==> src/rtl/u_multiplier_if.sv <==
// Operand/result bundle for u_multiplier.
// Optional completion strobe 'done' exists only when UMULT_DONE_EN is defined.
interface u_multiplier_if;
    logic [31:0] in1;
    logic [31:0] in2;
    logic [63:0] out;
`ifdef UMULT_DONE_EN
    logic        done;
`endif

`ifdef UMULT_DONE_EN
    modport master (output in1, output in2, input out, input done);
    modport slave  (input in1, input in2, output out, output done);
`else
    modport master (output in1, output in2, input out);
    modport slave  (input in1, input in2, output out);
`endif
endinterface

==> src/rtl/u_multiplier.sv <==
// Sequential 32x32 unsigned multiplier, one multiplier byte per cycle.
// A 64-bit product is published every 4 cycles, free-running.
// Optional feature macro: UMULT_DONE_EN adds a one-cycle 'done' pulse.
module u_multiplier (
    input  logic           clk,
    input  logic           reset,
    u_multiplier_if.slave  bus
);
    localparam logic [1:0] PH_LOAD  = 2'd0;
    localparam logic [1:0] PH_BYTE1 = 2'd1;
    localparam logic [1:0] PH_BYTE2 = 2'd2;
    localparam logic [1:0] PH_BYTE3 = 2'd3;

    logic [1:0]  r_phase;
    logic [31:0] r_a;
    logic [31:0] r_b;
    logic [63:0] r_acc;
    logic [63:0] r_out;

    logic [7:0]  w_b_lane [0:3];
    logic [31:0] w_mcand;
    logic [7:0]  w_byte;
    logic [39:0] w_pp;
    logic [63:0] w_pp_shifted;
    logic [63:0] w_acc_base;
    logic [63:0] w_sum;
    logic        w_last;

    // Split the held multiplier into its byte lanes.
    genvar gi;
    generate
        for (gi = 0; gi < 4; gi++) begin : g_lane
            assign w_b_lane[gi] = r_b[8*gi +: 8];
        end
    endgenerate

    // On the load edge the fresh operands feed the datapath directly so the
    // first partial product is accumulated in the same cycle they are sampled.
    always_comb begin
        w_mcand    = r_a;
        w_byte     = w_b_lane[r_phase];
        w_acc_base = r_acc;
        if (r_phase == PH_LOAD) begin
            w_mcand    = bus.in1;
            w_byte     = bus.in2[7:0];
            w_acc_base = 64'd0;
        end
    end

    // 32x8 partial product, zero-extended and aligned to its byte lane.
    always_comb begin
        w_pp         = {8'd0, w_mcand} * {32'd0, w_byte};
        w_pp_shifted = {24'd0, w_pp} << {r_phase, 3'b000};
        w_sum        = w_acc_base + w_pp_shifted;
        w_last       = (r_phase == PH_BYTE3);
    end

    // Phase counter, operand capture, accumulation and result publication.
    always_ff @(posedge clk) begin
        if (!reset) begin
            r_phase <= PH_LOAD;
            r_a     <= 32'd0;
            r_b     <= 32'd0;
            r_acc   <= 64'd0;
            r_out   <= 64'd0;
        end else begin
            r_phase <= r_phase + 2'd1;
            r_acc   <= w_sum;
            if (r_phase == PH_LOAD) begin
                r_a <= bus.in1;
                r_b <= bus.in2;
            end
            if (w_last) begin
                r_out <= w_sum;
            end
        end
    end

    assign bus.out = r_out;

`ifdef UMULT_DONE_EN
    logic r_done;

    // Completion strobe: high for the single cycle after the final byte edge.
    always_ff @(posedge clk) begin
        if (!reset) begin
            r_done <= 1'b0;
        end else begin
            r_done <= w_last;
        end
    end

    assign bus.done = r_done;
`else
    // Byte lanes 1..2 named so phase constants document the sequence.
    logic w_unused_phase_names;
    assign w_unused_phase_names = (PH_BYTE1 == PH_BYTE2);
`endif
endmodule

==> src/flat_wrapper.sv <==
// flat-port wrapper written by rule: the top's interface ports become plain ports
module u_multiplier_flat 
  (clk, reset, bus_in1, bus_in2, bus_out);
  u_multiplier_if bus_i ();
  input  logic clk;
  input  logic reset;
  input wire logic [$bits(bus_i.in1)-1:0] bus_in1;
  input wire logic [$bits(bus_i.in2)-1:0] bus_in2;
  output wire logic [$bits(bus_i.out)-1:0] bus_out;
  assign bus_i.in1 = bus_in1;
  assign bus_i.in2 = bus_in2;
  assign bus_out = bus_i.out;
  u_multiplier u_core (.clk(clk), .reset(reset), .bus(bus_i));
endmodule
==> config.mk <==
export PLATFORM = sky130hd
export DESIGN_NAME = u_multiplier_flat
export DESIGN_NICKNAME = d
export VERILOG_FILES = /design/src/rtl/u_multiplier_if.sv /design/src/rtl/u_multiplier.sv /design/src/flat_wrapper.sv
export SDC_FILE = /design/constraint.sdc
export NUM_CORES = 1
export LEC_CHECK = 0
export ABC_AREA = 1
export BUFFER_PORTS_ARGS = -buffer_cell sky130_fd_sc_hd__buf_2
export CELL_PAD_IN_SITES_DETAIL_PLACEMENT = 1
export CELL_PAD_IN_SITES_GLOBAL_PLACEMENT = 2
export CORE_MARGIN = 3
export CORE_UTILIZATION = 36
export CTS_CLUSTER_SIZE = 20
export DETAILED_ROUTE_END_ITERATION = 7
export PLACE_DENSITY = 0.9
export SKIP_LAST_GASP = 1
export SLEW_MARGIN = 20
export SYNTH_ARGS = -nofsm -noshare
export SYNTH_HDL_FRONTEND = slang
export SYNTH_SLANG_ARGS = --single-unit
==> constraint.sdc <==
create_clock -name clk -period 9.7 [get_ports clk]
set_input_delay 0 -clock clk [delete_from_list [all_inputs] [get_ports clk]]
set_output_delay 0 -clock clk [all_outputs]
set_load 0.02 [all_outputs]
# Word-level counts from Yosys, hierarchy flattened
# Cells that the tools add are included.
[word_totals]
out_inout_bits = 64
latch_bits = 0
mem_bits_rw = 0
n_memories = 0
input_bits = 66
register_bits = 194
romBits = 0
[op_classes]
add_sub_neg = 2
n_eq_ne = 1
reduce_logical = 1
div_mod_pow = 0
shift = 1
mux = 6
order_cmp = 1
mul = 1
bitwise = 1
[ops]
columns = ["cell", "count"]
rows = [
  ["$add 64x64->64", 1],
  ["$mux 64", 1],
  ["$shl 40x5->64", 1],
  ["$mul 32x8->40", 1],
  ["$mux 32", 1],
  ["$mux 8", 3],
  ["$bmux 8 s2", 1],
  ["$ge 3x3->1 const B", 1],
  ["$not 2->3", 1],
  ["$add 2x1->2 const B", 1],
  ["$eq 2x2->1 const B", 1],
  ["$logic_not 2->1", 1],
]

# Logic depth before layout (Yosys ltp)
[depth]
word_depth = 8
ltp_mapped = 49
ltp_nobuf = 45

# Least setup slack after synthesis
# OpenSTA, ideal clock, no wires.
[synth_path]
path_type = "flip-flop to flip-flop"
start = "register u_core.r_phase[1]"
end = "register u_core.r_out[61], in the netlist u_core.bus.out[61]"
t_arrival_ps = 7804
stages_incl_launch_ff = 40
path_slack_ps = 1787
cell_sequence = "dfxtp_1 -> inv_1 -> clkbuf_1 -> buf_1 -> clkbuf_1 -> ha_1 -> buf_2 -> buf_2 -> mux2i_1 -> or2_2 -> fa_1 -> fa_1 -> inv_1 -> fa_1 -> inv_1 -> fa_1 -> inv_1 -> ha_1 -> (+4 left out) -> a21oi_2 -> o21bai_1 -> xor2_1 -> nand2_1 -> nand3_1 -> o21ai_0 -> ha_1 -> a21oi_1 -> o21ai_0 -> a21oi_1 -> o21ai_0 -> nand2_1 -> nand4_1 -> a21o_1 -> nand2_1 -> nand3_1 -> nand2_1 -> inv_1"
[synth_via]
elab_chain_len = 8
[synth_rtl]
columns = ["element", "line", "text"]
rows = [
  ["start, declared", "u_multiplier.sv:14", "logic [1:0] r_phase;"],
  ["start signal, assigned", "u_multiplier.sv:67", "r_phase <= r_phase + 2'd1;"],
  ["$not 2->3 (not written as such)", "u_multiplier.sv:41", "w_byte = w_b_lane[r_phase];"],
  ["$bmux 8 s2", "u_multiplier.sv:41", ""],
  ["$mux 8 (not written as such) (2 in series)", "u_multiplier.sv:41", ""],
  ["$mux 8", "u_multiplier.sv:43", "if (r_phase == PH_LOAD) begin"],
  ["$mul 32x8->40", "u_multiplier.sv:52", "w_pp = {8'd0, w_mcand} * {32'd0, w_byte};"],
  ["$shl 40x5->64", "u_multiplier.sv:53", "w_pp_shifted = {24'd0, w_pp} << {r_phase, 3'b000};"],
  ["$add 64x64->64", "u_multiplier.sv:54", "w_sum = w_acc_base + w_pp_shifted;"],
  ["end signal, assigned", "u_multiplier.sv:74", "r_out <= w_sum;"],
  ["end, declared", "u_multiplier.sv:18", "logic [63:0] r_out;"],
]
# Parallel ways exist; a longest one is shown, timed or not. The select of a mux whose other input is x is not followed.
# A chain may end at the register's enable or synchronous reset.

# Worst setup path after layout
[layout_path]
start = "register u_core.r_phase[0]"
end = "register u_core.r_out[37], in the netlist u_core.bus.out[37]"
# Same word-level chain as after synthesis.

==> flow_metrics.env <==
export IMPL_via_per_inst=5.107
export IMPL_antenna_found_initial=1
export IMPL_synth_edf_count=0
export IMPL_ios=130
export IMPL_ys_types=52
export IMPL_hold_ws_ps=19.52
export IMPL_root_buffer="clkbuf_16"
export IMPL_die_h_um=244.1
export IMPL_drc=0
export IMPL_clk_pin_slew_ps=100
export IMPL_crit_family="adder cells"
export IMPL_drv_cap=0
export IMPL_wl_per_cell_um=20.38
export IMPL_finalSetupTns_ps=0
export IMPL_ff2ff_path_depth=38
export IMPL_outcome="completed"
export IMPL_setup_violations=0
export IMPL_num_vias=19810
export IMPL_dieArea_mm2=0.05958
export IMPL_initial_core_util_pct=36.69
export IMPL_track_usage_pct=26.73
export IMPL_synth_nets=3362
export IMPL_num_fill_cells=7223
export IMPL_syn_avg_cell_area_um2=6.826
export IMPL_slew_violations=0
export IMPL_antenna_left=0
export IMPL_cts_path_max_buffers=2
export IMPL_required_ps=10100
export IMPL_grt_overflow_total=0
export IMPL_ys_flop_type="dfxtp_1"
export IMPL_min_period_over_period_pct=95.83
export IMPL_rsz0062_at_grt="false"
export IMPL_whs_path_depth=3
export IMPL_fin_nets=3490
export IMPL_crit_fanout=48
export IMPL_cpMostUsedCell="nand2_1"
export IMPL_cpPeakStageDelay_ps=560
export IMPL_crit_buf_inv=7
export IMPL_skew_ps=23.20
export IMPL_layout_drive_gt1_share_pct=9.390
export IMPL_numCtsBuffers=17
export IMPL_port_buffers=129
export IMPL_tightest_slew_ps=985.1
export IMPL_wl_um=79080
export IMPL_ys_ff_latch=194
export IMPL_syn2layout_area_growth_pct=12.65
export IMPL_syn_inst=2990
export IMPL_fmax_mhz=107.6
export IMPL_holdCritPathClass="in2reg"
export IMPL_place_hpwl_um=64430
export IMPL_drtPass1Iterations=5
export IMPL_cp_depth=38
export IMPL_cts_tree="done"
export IMPL_die_x_um=244.1
export IMPL_gp_congestion=0.9832
export IMPL_grt_pass1_vias=21890
export IMPL_std_cell_rows=86
export IMPL_grt_first_pass_wirelength_um=123400
export IMPL_path_class="reg2reg"
export IMPL_clkSinkCount=194
export IMPL_period_needed_ps=9296
export IMPL_async_flop_share_pct=0
export IMPL_yosys_warnings=0
export IMPL_worstSetupStartpointType="flip-flop"
export IMPL_cpMaxStageDelayCell="fa_1"
export IMPL_place_ws_ps=531.1
export IMPL_h_tree_depth=4
export IMPL_cts_resized=0
export IMPL_grt_max_degree=92
export IMPL_setup_ws_ps=404.4
export IMPL_hold_violations=0
export IMPL_cp_arrival_ps=9700
export IMPL_drt_iter0_markers=846
export IMPL_netlist_area_mm2=0.02041
export IMPL_clk_latency_ps=520
export IMPL_max_slew_margin_rel_pct=34.33
export IMPL_seq_area_frac_synth_pct=19.03
export IMPL_end_kind="flip-flop"
export IMPL_fp_coreArea_mm2=0.05563
layer usage:
metal / GRT usage, % / wire length, µm / vias up
met4: 11.11 / 3288 / 0
li1: - / - / 9562
met3: 2.895 / 1640 / 127
met5: 0 / 0 / -
met2: 49.05 / 40670 / 299
met1: 31.62 / 33480 / 9826
kinds of logic (layout without fill, tap and decap cells):
| family | Yosys count | in the layout | synth area share (%) |
|---|---|---|---|
| AO/OA/AOI/OAI | 465 | 465 | 13.12 |
| other | 0 | 1 | 0 |
| XOR/XNOR | 73 | 73 | 3.170 |
| buffers and inverters | 603 | 744 | 11.26 |
| multiplexers | 24 | 24 | 1.177 |
| adder cells (fa/ha/maj) | 306 | 306 | 25.42 |
| AND/OR/NAND/NOR | 1325 | 1325 | 26.83 |
| flip-flops | 194 | 194 | 19.03 |
flip-flops by register name, summed over array words and instances (netlist names):
name,flops
u_core.r_a,32
u_core.r_phase,2
u_core.r_b,32
u_core.r_acc,64
u_core.bus.out,64
placed cells by master (no fill, tap or decap), types with 12 or more instances in the layout:
cell type | Yosys | final
o211ai_1 | 47 | 47
buf_4 | 0 | 35
dfxtp_1 | 194 | 193
ha_1 | 125 | 123
o21bai_1 | 18 | 18
inv_1 | 492 | 491
nor2_2 | 12 | 12
a21o_1 | 21 | 21
clkbuf_16 | 0 | 17
dlygate4sd3_1 | 0 | 43
o21ai_1 | 21 | 21
or2_2 | 19 | 19
o21ai_0 | 135 | 135
buf_2 | 27 | 129
xnor2_1 | 37 | 37
nor2_1 | 624 | 624
nand2_1 | 466 | 466
xor2_1 | 35 | 35
nor3_1 | 17 | 17
nand2_2 | 19 | 19
mux2i_1 | 24 | 24
nand3_1 | 125 | 125
fa_1 | 181 | 181
a21oi_1 | 179 | 179
area by class of cell:
| type | instances | area (µm²) | area share (%) |
|---|---|---|---|
| Multi-Input combinational cell | 2193 | 14250 | 61.99 |
| Inverter | 504 | 1894 | 8.239 |
| Clock inverter | 15 | 236.5 | 1.029 |
| Timing Repair Buffer | 208 | 1359 | 5.910 |
| Sequential cell | 194 | 3885 | 16.90 |
| Clock buffer | 17 | 425.4 | 1.850 |
| Tap cell | 748 | 935.9 | 4.071 |
| Antenna cell | 1 | 2.502 | 0.01088 |
synth_stat cells (2+ instances only):
| cell | instances | area (µm²) |
|---|---|---|
| nand2_1 | 466 | 1749 |
| a21boi_1 | 2 | 15.01 |
| inv_1 | 492 | 1847 |
| buf_1 | 18 | 67.56 |
| or2_2 | 19 | 118.9 |
| clkinv_1 | 4 | 15.01 |
| nor3_1 | 17 | 85.08 |
| nand2_2 | 19 | 118.9 |
| nor2_1 | 624 | 2342 |
| o211ai_1 | 47 | 352.8 |
| nor4_1 | 3 | 18.77 |
| o21bai_1 | 18 | 135.1 |
| nand3b_1 | 9 | 67.56 |
| o21ai_0 | 135 | 675.7 |
| nand2b_1 | 2 | 12.51 |
| a21boi_2 | 2 | 22.52 |
| ha_1 | 125 | 1564 |
| buf_2 | 27 | 135.1 |
| nand3_2 | 6 | 60.06 |
| a21oi_1 | 179 | 895.9 |
| xnor2_1 | 37 | 324.1 |
| nor2_2 | 12 | 75.07 |
| clkbuf_1 | 54 | 202.7 |
| nor4_2 | 2 | 25.02 |
| a21o_1 | 21 | 157.7 |
| a31oi_1 | 6 | 37.54 |
| o21ai_1 | 21 | 105.1 |
| a21oi_2 | 7 | 61.31 |
| or2_1 | 4 | 25.02 |
| o21ai_2 | 5 | 43.79 |
| nor3_2 | 5 | 50.05 |
| nand3_1 | 125 | 625.6 |
| dfxtp_1 | 194 | 3884 |
| fa_1 | 181 | 3623 |
| mux2i_1 | 24 | 240.2 |
| o21a_1 | 9 | 67.56 |
| xor2_1 | 35 | 306.5 |
| inv_2 | 8 | 30.03 |
| a21boi_0 | 6 | 45.04 |
| nand4_1 | 8 | 50.05 |
worst reg2reg max path: cells and delay by family (launching register included):
kind                     cells  cell delay (ps)
flip-flops                   1              450
AO/OA/AOI/OAI               10             2370
XOR/XNOR                     1              420
adder cells (fa/ha/maj)      6             2940
AND/OR/NAND/NOR             14             1640
buffers and inverters        7             1370
final timing paths:
| path | start | end | slack [ps] |
|---|---|---|---|
| setup / recovery | u_core.r_phase[0] | u_core.bus.out[37] | 400 |
| hold / removal | bus_in1[7] | u_core.r_a[7] | 20 |
| setup reg to reg | u_core.r_phase[0] | u_core.bus.out[37] | 400 |
| hold reg to reg | u_core.r_b[21] | u_core.r_b[21] | 460 |
metrics by stage:
stage	util, %	cells	instance area, µm²
2_1_floorplan	-	2990	20410
3_5_place_dp	39.36	3804	21900
5_1_grt	41.33	3880	22990
4_1_cts	41.32	3879	22990
3_3_place_gp	39.36	3804	21900
6_report	41.33	3880	22990
timing repair:
| action | 4_1_cts | 5_1_grt |
|---|---|---|
| buffers inserted | 0 | 0 |
| hold buffers | 43 | 0 |
| hold endpoints to repair | 43 | 0 |
Power is not shown: default switching activity piles up to over one toggle a cycle in this logic, so the estimate is an artifact.
